### config.mk
export PLATFORM = sky130hd
export DESIGN_NAME = commutation_scheduler
export DESIGN_NICKNAME = d
export VERILOG_FILES = /design/src/rtl/commutation_scheduler.sv
export SDC_FILE = /design/constraint.sdc
export NUM_CORES = 1
export LEC_CHECK = 0
export BUFFER_PORTS_ARGS = -buffer_cell sky130_fd_sc_hd__buf_2
export CAP_MARGIN = 20
export CORE_MARGIN = 3
export CORE_UTILIZATION = 61
export CTS_CLUSTER_SIZE = 14
export DETAILED_ROUTE_END_ITERATION = 12
export PLACE_DENSITY = 0.83
export SLEW_MARGIN = 20
export SYNTH_ARGS = -nofsm -noshare
export SYNTH_HDL_FRONTEND = slang
export SYNTH_SLANG_ARGS = --single-unit
### constraint.sdc
create_clock -name clk -period 4.7 [get_ports clk]
set_input_delay 0.47 -clock clk [delete_from_list [all_inputs] [get_ports clk]]
set_output_delay 0.47 -clock clk [all_outputs]
set_load 0.1 [all_outputs]
### src/rtl/commutation_scheduler.sv
// Sequences the three per-phase commutation FSMs of the matrix converter one phase at a time,
// with a settle window after each change and a latched fault path that parks every phase in BAD.
module commutation_scheduler #(
   parameter int DWELL_W       = 16,
   parameter int SETTLE_CYCLES = 8
) (
   input  logic               clk,
   input  logic               rst,
   input  logic               pat_valid,
   output logic               pat_ready,
   input  logic [5:0]         pat_sel,
   input  logic [DWELL_W-1:0] pat_dwell,
   input  logic               fault,
   input  logic               fault_clr,
   output logic [5:0]         desired_load,
   output logic               fsm_rst,
   output logic               busy,
   output logic [1:0]         cur_phase,
   output logic               fault_latched
);

   localparam int SET_W = (SETTLE_CYCLES > 1) ? $clog2(SETTLE_CYCLES) : 1;
   localparam logic [SET_W-1:0] SETTLE_LAST = SET_W'(SETTLE_CYCLES - 1);
   localparam logic [1:0] PH_A = 2'd0;
   localparam logic [1:0] PH_C = 2'd2;

   typedef enum logic [2:0] {
      S_INIT, S_IDLE, S_SCAN, S_COMMUTE, S_DWELL, S_FAULT
   } state_t;

   state_t             state, state_nxt;
   logic [5:0]         target, target_nxt;
   logic [DWELL_W-1:0] dwell, dwell_nxt;
   logic [1:0]         k, k_nxt;
   logic [SET_W-1:0]   settle_cnt, settle_nxt;
   logic [5:0]         dl_nxt;
   logic               fsm_rst_nxt, ready_nxt, busy_nxt, flt_nxt;
   logic [1:0]         phase_nxt;

   logic [1:0] tgt_k;
   logic [1:0] cur_k;
   logic       scan_hit;
   logic       fault_hit;
   logic       no_dwell;
   state_t     end_state;

   assign tgt_k     = target[2*k +: 2];
   assign cur_k     = desired_load[2*k +: 2];
   assign scan_hit  = (tgt_k != 2'b00) && (tgt_k != cur_k);
   assign fault_hit = fault && (state != S_INIT) && (state != S_FAULT);
   assign no_dwell  = (dwell == '0);
   assign end_state = no_dwell ? S_IDLE : S_DWELL;

   always_ff @(posedge clk or negedge rst) begin
      if (!rst) begin
         state         <= S_INIT;
         target        <= '0;
         dwell         <= '0;
         k             <= '0;
         settle_cnt    <= '0;
         desired_load  <= '0;
         fsm_rst       <= 1'b1;
         pat_ready     <= 1'b0;
         busy          <= 1'b0;
         cur_phase     <= '0;
         fault_latched <= 1'b0;
      end else begin
         state         <= state_nxt;
         target        <= target_nxt;
         dwell         <= dwell_nxt;
         k             <= k_nxt;
         settle_cnt    <= settle_nxt;
         desired_load  <= dl_nxt;
         fsm_rst       <= fsm_rst_nxt;
         pat_ready     <= ready_nxt;
         busy          <= busy_nxt;
         cur_phase     <= phase_nxt;
         fault_latched <= flt_nxt;
      end
   end

   always_comb begin
      state_nxt = state;
      case (state)
         S_INIT:    state_nxt = S_IDLE;
         S_IDLE:    if (pat_valid && pat_ready) state_nxt = S_SCAN;
         S_SCAN: begin
            if (scan_hit)        state_nxt = S_COMMUTE;
            else if (k != PH_C)  state_nxt = S_SCAN;
            else                 state_nxt = end_state;
         end
         S_COMMUTE: if (settle_cnt == '0) state_nxt = (k != PH_C) ? S_SCAN : end_state;
         S_DWELL:   if (dwell == DWELL_W'(1)) state_nxt = S_IDLE;
         S_FAULT:   if (fault_clr && !fault) state_nxt = S_IDLE;
         default:   state_nxt = S_INIT;
      endcase
      if (fault_hit) state_nxt = S_FAULT;
   end

   always_comb begin
      target_nxt  = target;
      dwell_nxt   = dwell;
      k_nxt       = k;
      settle_nxt  = settle_cnt;
      dl_nxt      = desired_load;
      fsm_rst_nxt = fsm_rst;
      ready_nxt   = pat_ready;
      busy_nxt    = busy;
      phase_nxt   = cur_phase;
      flt_nxt     = fault_latched;
      case (state)
         S_INIT: begin
            fsm_rst_nxt = 1'b0;
            ready_nxt   = 1'b1;
         end
         S_IDLE: begin
            if (pat_valid && pat_ready) begin
               target_nxt = pat_sel;
               dwell_nxt  = pat_dwell;
               ready_nxt  = 1'b0;
               busy_nxt   = 1'b1;
               k_nxt      = PH_A;
            end
         end
         S_SCAN: begin
            if (scan_hit) begin
               dl_nxt[2*k +: 2] = tgt_k;
               phase_nxt        = k + 2'd1;
               settle_nxt       = SETTLE_LAST;
            end else if (k != PH_C) begin
               k_nxt = k + 2'd1;
            end else if (no_dwell) begin
               ready_nxt = 1'b1;
               busy_nxt  = 1'b0;
            end
         end
         S_COMMUTE: begin
            if (settle_cnt == '0) begin
               phase_nxt = 2'd0;
               if (k != PH_C) begin
                  k_nxt = k + 2'd1;
               end else if (no_dwell) begin
                  ready_nxt = 1'b1;
                  busy_nxt  = 1'b0;
               end
            end else begin
               settle_nxt = settle_cnt - 1'b1;
            end
         end
         S_DWELL: begin
            // dwell doubles as the down-counter; entry guarantees it is non-zero
            dwell_nxt = dwell - 1'b1;
            if (dwell == DWELL_W'(1)) begin
               ready_nxt = 1'b1;
               busy_nxt  = 1'b0;
            end
         end
         S_FAULT: begin
            if (fault_clr && !fault) begin
               fsm_rst_nxt = 1'b0;
               flt_nxt     = 1'b0;
               ready_nxt   = 1'b1;
            end
         end
         default: ;
      endcase
      if (fault_hit) begin
         dl_nxt      = '0;
         fsm_rst_nxt = 1'b1;
         flt_nxt     = 1'b1;
         ready_nxt   = 1'b0;
         busy_nxt    = 1'b0;
         phase_nxt   = 2'd0;
      end
   end

endmodule
---- Yosys cells after proc, flatten, opt, wreduce, memory -nomap -nowiden ----
Cells that the tools add are included.
cells by class
  add/subtract/negate cells ............... 4
  equality and inequality tests ........... 20
  shift operators ......................... 4
  muxes and demuxes ....................... 49
  reduce and logical (&&, ||, !) cells .... 33
operators with widths
  cell                                                                    number
  3-bit negation with 34-bit output                                       1
  2-bit by 34-bit variable shift with 6-bit output, first input constant  1
  2-bit by 34-bit variable part select with 6-bit output                  1
  16-bit case mux with 2 select lines                                     1
  3-bit 2-to-1 mux                                                        10
  3-bit != test, second input constant                                    7
  1-bit 2-to-1 mux                                                        19
  6-bit 2-to-1 mux                                                        3
  3-bit case mux with 6 select lines                                      1
  16-bit by 1-bit equality test with 1-bit output, second input constant  1
  16-bit zero test                                                        1
  16-bit 2-to-1 mux                                                       1
  16-bit by 1-bit subtractor with 16-bit output, second input constant    1
  2-bit 2-to-1 mux                                                        7
  2-bit nonzero test                                                      7
  2-bit != test, second input constant                                    6
  3-bit nonzero test                                                      4
  6-bit by 4-bit variable part select with 2-bit output                   2
  2-bit AND reduction                                                     5
  4-bit AND reduction                                                     2
  7-bit nonzero test                                                      1
  6-bit bitwise mux                                                       1
  3-bit by 2-bit equality test with 1-bit output, second input constant   2
  3-bit equality test, second input constant                              2
  17 further kinds                                                        23
storage, ports and cells
  register bits after elaboration ......... 42
  input port bits ......................... 27
  output and inout port bits .............. 12
  logic and storage cells ................. 121

---- Longest topological paths before layout ----
Gate-level depths: netlist of run 1.
  word-level depth ........................ 6
  depth in mapped cells ................... 8
  gate-level depth less buffers ........... 8

---- Worst setup path before layout of run 1 ----
Ideal clock, no wire load.
  path type ............................... register to register
  start ................................... register desired_load[3]
  end ..................................... register k[0]
  library setup time ...................... 0.080 ns
  arrival time ............................ 2.496 ns
  required time ........................... 4.620 ns
  path slack .............................. 2.125 ns
  cell stages (with the launch flop) ...... 7
  clock period less this slack ............ 2.575 ns
  cells stage by stage .................... dfrtp_1 mux2_2 a22oi_1 o21a_1 o32ai_1 a2111oi_0 mux2i_1
on the way
  cells in the longest elaborated chain, start to end .. 5
RTL lines
  item                                                   RTL line  text
  start, declared                                        15        output logic [5:0] desired_load,
  start signal, assigned                                 73        desired_load <= dl_nxt;
  6-bit by 4-bit variable part select with 2-bit output  48        assign cur_k = desired_load[2*k +: 2];
  2-bit != test                                          49        assign scan_hit = (tgt_k != 2'b00) && (tgt_k != cur_k);
  1-bit logical AND                                      49
  2-bit != test (no line)                                --
  4-bit AND reduction (no line)                          --
  end signal, assigned                                   71        k <= k_nxt;
  end, declared                                          34        logic [1:0] k, k_nxt;
No other way between the ends.
A chain may end at the register's enable or synchronous reset.

---- Final worst setup path of run 1 ----
  start ................................... register k[0]
  end ..................................... register k[0]
on the way
  cells in the longest elaborated chain, start to end .. 5
RTL lines
  item                                                                             RTL line
  6-bit by 4-bit variable part select with 2-bit output, on equally long branches  47, 48
  2-bit != test or 2-bit nonzero test (tied branches)                              49
  1-bit logical AND                                                                49
  2-bit != test (no line)                                                          --
  4-bit AND reduction (no line)                                                    --
Parallel ways exist; a longest one is shown, timed or not. The select of a mux whose other input is x is not followed.

==> flow_metrics.py, run 1 <==
metrics = {
    "run_status": {
        "status": "completed",
    },
    "finish": {
        "drive_gt1_share_pct": 17.7,
        "antenna_cells": 0,
        "synthToLayoutAreaGrowth_pct": 11.4,
        "fin_nets": 357,
        "layout_commonest_cell": "nand2_1",
        "mostFrequentLayoutCells": "55 x nand2_1, 41 x dfrtp_1, 38 x buf_2, 22 x nor2_1, 15 x a21oi_1",
        "finalInstanceArea_sq_mm": 0.00283,
    },
    "cts": {
        "cts.repair.resized": 0,
        "clock_path_buffers": 2,
        "clkTransAtPathRegs_ns": 0.08,
        "htree_levels": 2,
        "ctsHoldBuffers": 0,
        "insertion_delay_ns": 0.29,
        "root_buffer": "clkbuf_8",
        "clock-sinks": 42,
        "cts_tree": "yes",
        "cts-buffers-inserted": 5,
        "cts_setup_buffers": 0,
    },
    "setup_path": {
        "critical_path_required_ns": 4.91,
        "cp-end-kind": "register",
        "crit_slowest_cell": "a2111oi_0",
        "startpoint_type": "register",
        "path_max_fanout": 13,
        "cp_top_family": "compound AO/OA/AOI/OAI gates",
        "critPathKind": "register to register",
        "slowest_delay_ns": 0.82,
        "critPathBufInv": 1,
        "cp.arrival_ns": 3.00,
        "crit_chain": "nor2b_1 -> o2bb2ai_1 -> o21a_1 -> o32ai_1 -> buf_4 -> a2111oi_0 -> mux2i_1",
    },
    "sta": {
        "report.final.hold_viol_count": 0,
        "slew_headroom_pct": 37.9,
        "finalClockSkew_ns": 0.00886,
        "fmaxAchievable_mhz": 359,
        "setup-violations-final": 0,
        "setup_tns_ns": 0,
        "drv_slew": 0,
        "min_period_over_period_pct": 59.3,
        "min_period_ns": 2.79,
        "worstMarginPinSlew_ns": 0.908,
        "rsz0062_at_grt": "no",
    },
    "synth": {
        "synth_edf_count": 0,
        "synth_xor_area_share_pct": 0.689,
        "ys_async_sr_fraction_pct": 100,
        "ys.flop_type": "dfrtp_1",
        "synthMuxAreaShare_pct": 5.61,
        "synth_seq_cells": 42,
        "synth_top_family_by_area": "simple AND/OR/NAND/NOR gates",
        "syn_area_sq_mm": 0.00254,
        "synth_nets": 325,
        "synth_compound_area_share_pct": 20.2,
        "synth_fa_ha_area_share_pct": 3.94,
        "yosys.cell_types.count": 54,
        "ys_seq_area_share_pct": 41.4,
        "yosys.area_share.simple_pct": 24.0,
        "syn_inst": 290,
        "ys.warnings.count": 0,
        "syn_avg_cell_area_sq_um": 8.77,
    },
    "detailed_routing": {
        "vias_per_cell": 6.22,
        "wire_per_inst_um": 16.0,
        "drtPass1Iterations": 4,
        "drcViolationCount": 0,
        "wirelength_um": 5910,
        "drtAntennaViolNets": 0,
        "num_vias": 2300,
        "drt-initial-drc-count": 178,
    },
    "power_and_ir_drop": {
        "leakage_nw": 1.28,
        "power_density_mw_per_mm2": 635,
        "total_power_w": 0.00180,
        "peakVddDrop_mv": 0.405,
    },
    "floorplan": {
        "die_area_sq_mm": 0.00498,
        "io_pins": 39,
        "die_w_um": 70.6,
        "start_util_pct": 66.4,
        "rows": 22,
        "core_sq_mm": 0.00383,
        "dieHeight_um": 70.6,
    },
    "global_routing": {
        "grt_use_met2_pct": 37.2,
        "grt_max_degree": 43,
        "grt_pass1_vias": 2072,
        "antenna_found_initial": 0,
        "grtUsageMet3_pct": 3.98,
        "grt_overflow": 0,
        "top_usage_layer": "met2",
        "use_met1_pct": 35.6,
        "grt_usage_pct": 23.9,
        "grt_first_pass_wirelength_um": 9780,
    },
    "placement": {
        "port_buffers": 38,
        "place_hpwl_um": 4120,
        "postPlaceCellArea_sq_mm": 0.00276,
        "finalWeightedCongestion": 0.881,
    },
    "job": {
        "drv_cap": 0,
    },
    "hold_path": {
        "hp-class": "primary input to async pin",
    },
}
==> per-layer routing <==
| layer | vias to the layer above | part of all wire (%) |
|---|---|---|
| met4 | 0 | 0.93 |
| met5 | - | 0 |
| met3 | 7 | 5.5 |
| met2 | 73 | 47 |
| met1 | 1094 | 46 |
| li1 | 1126 | - |
==> cells in the mapped netlist, types with 3 or more instances <==
| master | number | area, sq um |
|---|---|---|
| nand2_1 | 55 | 206 |
| dfrtp_1 | 41 | 1030 |
| nor2_1 | 22 | 82.6 |
| a21oi_1 | 15 | 75.1 |
| clkbuf_1 | 14 | 52.6 |
| nand3_1 | 13 | 65.1 |
| mux2i_1 | 12 | 120 |
| inv_1 | 11 | 41.3 |
| ha_1 | 8 | 100 |
| nor3_1 | 8 | 40.0 |
| o21ai_0 | 8 | 40.0 |
| o211ai_1 | 6 | 45.0 |
| nor2b_1 | 5 | 31.3 |
| a22oi_1 | 4 | 30.0 |
| o22ai_1 | 4 | 25.0 |
| o2bb2ai_1 | 4 | 35.0 |
| o311ai_0 | 4 | 35.0 |
| or3_1 | 4 | 25.0 |
| a211oi_1 | 3 | 22.5 |
| nand2b_1 | 3 | 18.8 |
| nor4_1 | 3 | 18.8 |
==> worst reg2reg max path: cells and delay by family, from the launching register on <==
family | cells | cell delay [ns]
buf+inv | 1 | 0.21
compound gates | 4 | 1.36
simple gates | 1 | 0.36
mux | 1 | 0.26
flops | 1 | 0.54
==> stage by stage <==
step                      cells  utilization, %  hold slack, ns  setup WS [ns]
final                       370            74.0           0.317           1.91
after floorplan             290               -           0.174           2.12
after global placement      363            72.0           0.463           2.02
after detailed placement    363            72.0           0.474           2.00
after global routing        370            74.0           0.381           1.62
after CTS                   370            74.0           0.351           1.93
==> cells by family (layout without fill, tap and decap cells) <==
logic type                 Yosys count  after routing
AOI/OAI and AO/OA                   71             71
buffers and inverters               27             59
muxes                               14             14
DFF                                 42             42
and+or+nand+nor                    126            126
adders and majority gates            8              8
xor gates and xnor gates             2              2
==> worst paths after layout <==
path | from | to | slack [ns] | cells after the start
worst min-delay path | rst | settle_cnt[1] | 0.32 | 1
worst max register to register | k[0] | k[0] | 1.91 | 7
worst max-delay path | k[0] | k[0] | 1.91 | 7
max in group asynchronous | rst | dwell[10] | 3.80 | 1
min in group clk | pat_sel[0] | target[0] | 0.38 | 3
worst min register to register | target[1] | target[1] | 0.48 | 2
==> where the power goes <==
group	internal (W)	switching [W]
clock network	0.000102	0.000118
registers	0.000506	0.000176
logic	0.000313	0.000583
total	0.000921	0.000877
==> registers in the layout, indices dropped and copies added, names as in the netlist, 2 cells and up <==
signal,flops
cur_phase,2
state,3
k,2
settle_cnt,3
target,6
desired_load,6
dwell,16
==> final cells by class <==
class                           instances  area [sq um]
Timing Repair Buffer                   41           213
Tap cell                               48          60.1
Sequential cell                        42          1050
Multi-Input combinational cell        221          1390
Clock buffer                            7          76.3
Fill cell                             288           995
Inverter                               11          41.3
Power figures use the tool's default switching activity.
==> run 2: changes to the inputs <==
--- a/config.mk
+++ b/config.mk
@@ -5,13 +5,14 @@
 export SDC_FILE = /design/constraint.sdc
 export NUM_CORES = 1
 export LEC_CHECK = 0
+export ABC_AREA = 1
 export BUFFER_PORTS_ARGS = -buffer_cell sky130_fd_sc_hd__buf_2
 export CAP_MARGIN = 20
 export CORE_MARGIN = 3
-export CORE_UTILIZATION = 61
+export CORE_UTILIZATION = 57
 export CTS_CLUSTER_SIZE = 14
 export DETAILED_ROUTE_END_ITERATION = 12
-export PLACE_DENSITY = 0.83
+export PLACE_DENSITY = 0.77
 export SLEW_MARGIN = 20
 export SYNTH_ARGS = -nofsm -noshare
 export SYNTH_HDL_FRONTEND = slang
==> constraint.sdc (replaced) <==
create_clock -name clk -period 2.7 [get_ports clk]
set_input_delay 0.27 -clock clk [delete_from_list [all_inputs] [get_ports clk]]
set_output_delay 0.27 -clock clk [all_outputs]
set_load 0.1 [all_outputs]
==> flow_metrics.py, run 2 <==
metrics = {
    "sta": {
        "finalClockSkew_ns": 0.00980,
        "min_period_over_period_pct": 75.2,
        "rsz0062_at_grt": "no",
        "drv_slew": 0,
        "setup_tns_ns": 0,
        "fmaxAchievable_mhz": 492,
        "slew_headroom_pct": 38.6,
        "report.final.hold_viol_count": 0,
        "worstMarginPinSlew_ns": 0.922,
        "min_period_ns": 2.03,
        "setup-violations-final": 0,
    },
    "finish": {
        "mostFrequentLayoutCells": "104 x nand2_1, 45 x inv_1, 43 x nand3_1, 41 x nor2_1, 41 x dfrtp_1",
        "regMostFlops": "dwell",
        "fin_nets": 456,
        "fin_cells": 474,
        "antenna_cells": 0,
        "synthToLayoutAreaGrowth_pct": 13.0,
        "layout_commonest_cell": "nand2_1",
        "finalInstanceArea_sq_mm": 0.00308,
        "top_regs": "dwell x16, desired_load x6, target x6",
        "fillers": 401,
        "largest_reg_flops": 16,
        "drive_gt1_share_pct": 16.6,
    },
    "floorplan": {
        "dieHeight_um": 75.1,
        "io_pins": 39,
        "rows": 24,
        "core_sq_mm": 0.00447,
        "start_util_pct": 60.9,
        "die_area_sq_mm": 0.00565,
        "die_w_um": 75.1,
    },
    "placement": {
        "place_hpwl_um": 4610,
        "port_buffers": 38,
        "finalWeightedCongestion": 0.889,
        "postPlaceCellArea_sq_mm": 0.00294,
        "placed_cells": 466,
    },
    "cts": {
        "clock-sinks": 42,
        "root_buffer": "clkbuf_8",
        "insertion_delay_ns": 0.30,
        "htree_levels": 2,
        "clock_path_buffers": 2,
        "cts_setup_buffers": 0,
        "cts.repair.resized": 0,
        "ctsHoldBuffers": 0,
        "cts-buffers-inserted": 5,
        "cts_tree": "yes",
        "clkTransAtPathRegs_ns": 0.08,
    },
    "power_and_ir_drop": {
        "power_switching_w": 0.00194,
        "leakage_nw": 1.57,
        "total_power_w": 0.00384,
        "p_int_w": 0.00190,
        "peakVddDrop_mv": 0.925,
        "power_density_mw_per_mm2": 1250,
        "p_comb_share_pct": 54.3,
        "share_seq_of_total_power_pct": 29.6,
        "power_frac_clock_pct": 16.1,
        "p_sw_share_pct": 50.6,
    },
    "detailed_routing": {
        "wirelength_um": 6250,
        "drt-initial-drc-count": 210,
        "num_vias": 2621,
        "wire_per_inst_um": 13.2,
        "vias_per_cell": 5.53,
        "drcViolationCount": 0,
        "drtPass1Iterations": 4,
        "drtAntennaViolNets": 0,
    },
    "setup_path": {
        "cp.arrival_ns": 2.23,
        "rr_worst_depth": 9,
        "critPathKind": "register to register",
        "critical_path_required_ns": 2.90,
        "path_max_fanout": 23,
        "startpoint_type": "register",
        "cp-end-kind": "register",
    },
    "synth": {
        "synth_top_area_share_pct": 37.6,
        "yosys-top-cells-count": "104 x nand2_1, 45 x inv_1, 43 x nand3_1",
        "ys.flop_type": "dfrtp_1",
        "yosys.cell_types.count": 37,
        "synth_edf_count": 0,
        "synth_seq_cells": 42,
        "ys.warnings.count": 0,
        "yosysMostFrequentCell": "nand2_1",
        "syn_avg_cell_area_sq_um": 7.10,
        "synth_nets": 419,
        "synth_top_area_cell": "dfrtp_1",
        "syn_inst": 384,
        "ys_seq_area_share_pct": 38.6,
        "syn_area_sq_mm": 0.00273,
        "ys_async_sr_fraction_pct": 100,
        "synth_area_leaders": "dfrtp_1 38%, nand2_1 14%, nand3_1 7.9%, inv_1 6.2%, nor2_1 5.6%",
    },
    "run_status": {
        "status": "completed",
    },
    "global_routing": {
        "grt_pass1_vias": 2341,
        "antenna_found_initial": 0,
        "grt_first_pass_wirelength_um": 10600,
        "grt_usage_pct": 24.3,
        "grt_max_degree": 43,
        "grt_overflow": 0,
    },
    "job": {
        "drv_cap": 0,
    },
    "hold_path": {
        "hp-class": "primary input to async pin",
    },
}
run 2: changes by cell type in the layout (fill, tap and decap cells not counted), moves of 5 or more:
cell	previous run	this run
nand2_1	55	104
a21oi_1	15	3
nand4_1	2	12
mux2i_1	12	0
inv_2	0	7
nor2b_1	5	0
nand3_1	13	43
o211ai_1	6	11
o21ai_1	0	6
nor2_1	22	41
inv_1	11	45
run 2: final cells by class:
type                       instances  area [sq um]  share of cell area, %
clock buffer                       6          82.6                   2.68
clock inverter                     2          60.1                   1.95
inverter                          52           195                   6.34
tap                               52          65.1                   2.11
multi-input combinational        281          1430                   46.3
sequential                        42          1050                   34.2
timing repair buffer              39           198                   6.42
run 2: worst paths after layout:
path                             from  slack [ns]            to
setup / recovery             state[2]        0.67     pat_ready
hold / removal                    rst        0.10     target[1]
setup reg to reg             state[2]        0.67     pat_ready
hold reg to reg                  busy        0.49          busy
max in group asynchronous         rst        2.02  cur_phase[0]
min in group clk           pat_sel[1]        0.16     target[1]
run 2: power by group through the flow:
stage / registers (W) / logic (W) / clock network, W
2_1_floorplan: 0.00143 / 0.00138 / 0
3_3_place_gp: 0.00114 / 0.00203 / 0
3_5_place_dp: 0.00114 / 0.00207 / 0
4_1_cts: 0.00113 / 0.00208 / 0.000628
5_1_grt: 0.00118 / 0.00233 / 0.000658
6_report: 0.00113 / 0.00208 / 0.000618
run 2: routing by layer:
metal | share of wire [%] | routed length [um] | track usage (%) | vias up
li1 | - | - | - | 1339
met2 | 42 | 2650 | 34.9 | 93
met1 | 49 | 3070 | 35.6 | 1185
met5 | 0 | 0 | 0 | -
met4 | 0.77 | 48 | 7.38 | 0
met3 | 7.6 | 477 | 6.54 | 4
run 2: worst max-delay path, cell delays in order (launching register included):
cell and delay, ns:
dfrtp_1 0.49, inv_1 0.12, nand2_1 0.14, nand3_2 0.39
nand2_1 0.20, nand2_1 0.13, nor3_1 0.27, nand2_1 0.08
nand2_1 0.06, nand2_1 0.04
run 2: stage by stage:
step,setup WS (ns),util (%),hold WS (ns)
after floorplan,0.821,-,-0.0256
after global placement,0.739,65.6,0.454
after detailed placement,0.712,65.6,0.468
after CTS,0.700,68.8,0.139
after global routing,0.393,68.8,0.158
final,0.668,68.8,0.100
run 2: cell families (layout without fill, tap and decap cells):
logic type	count (synthesis)	after routing	share of synthesized area, %
and+or+nand+nor	226	226	37.3
buffers and inverters	61	99	9.05
AOI/OAI and AO/OA	44	44	10.4
DFF	42	42	38.6
adders and majority gates	8	8	3.67
xor gates and xnor gates	3	3	0.964
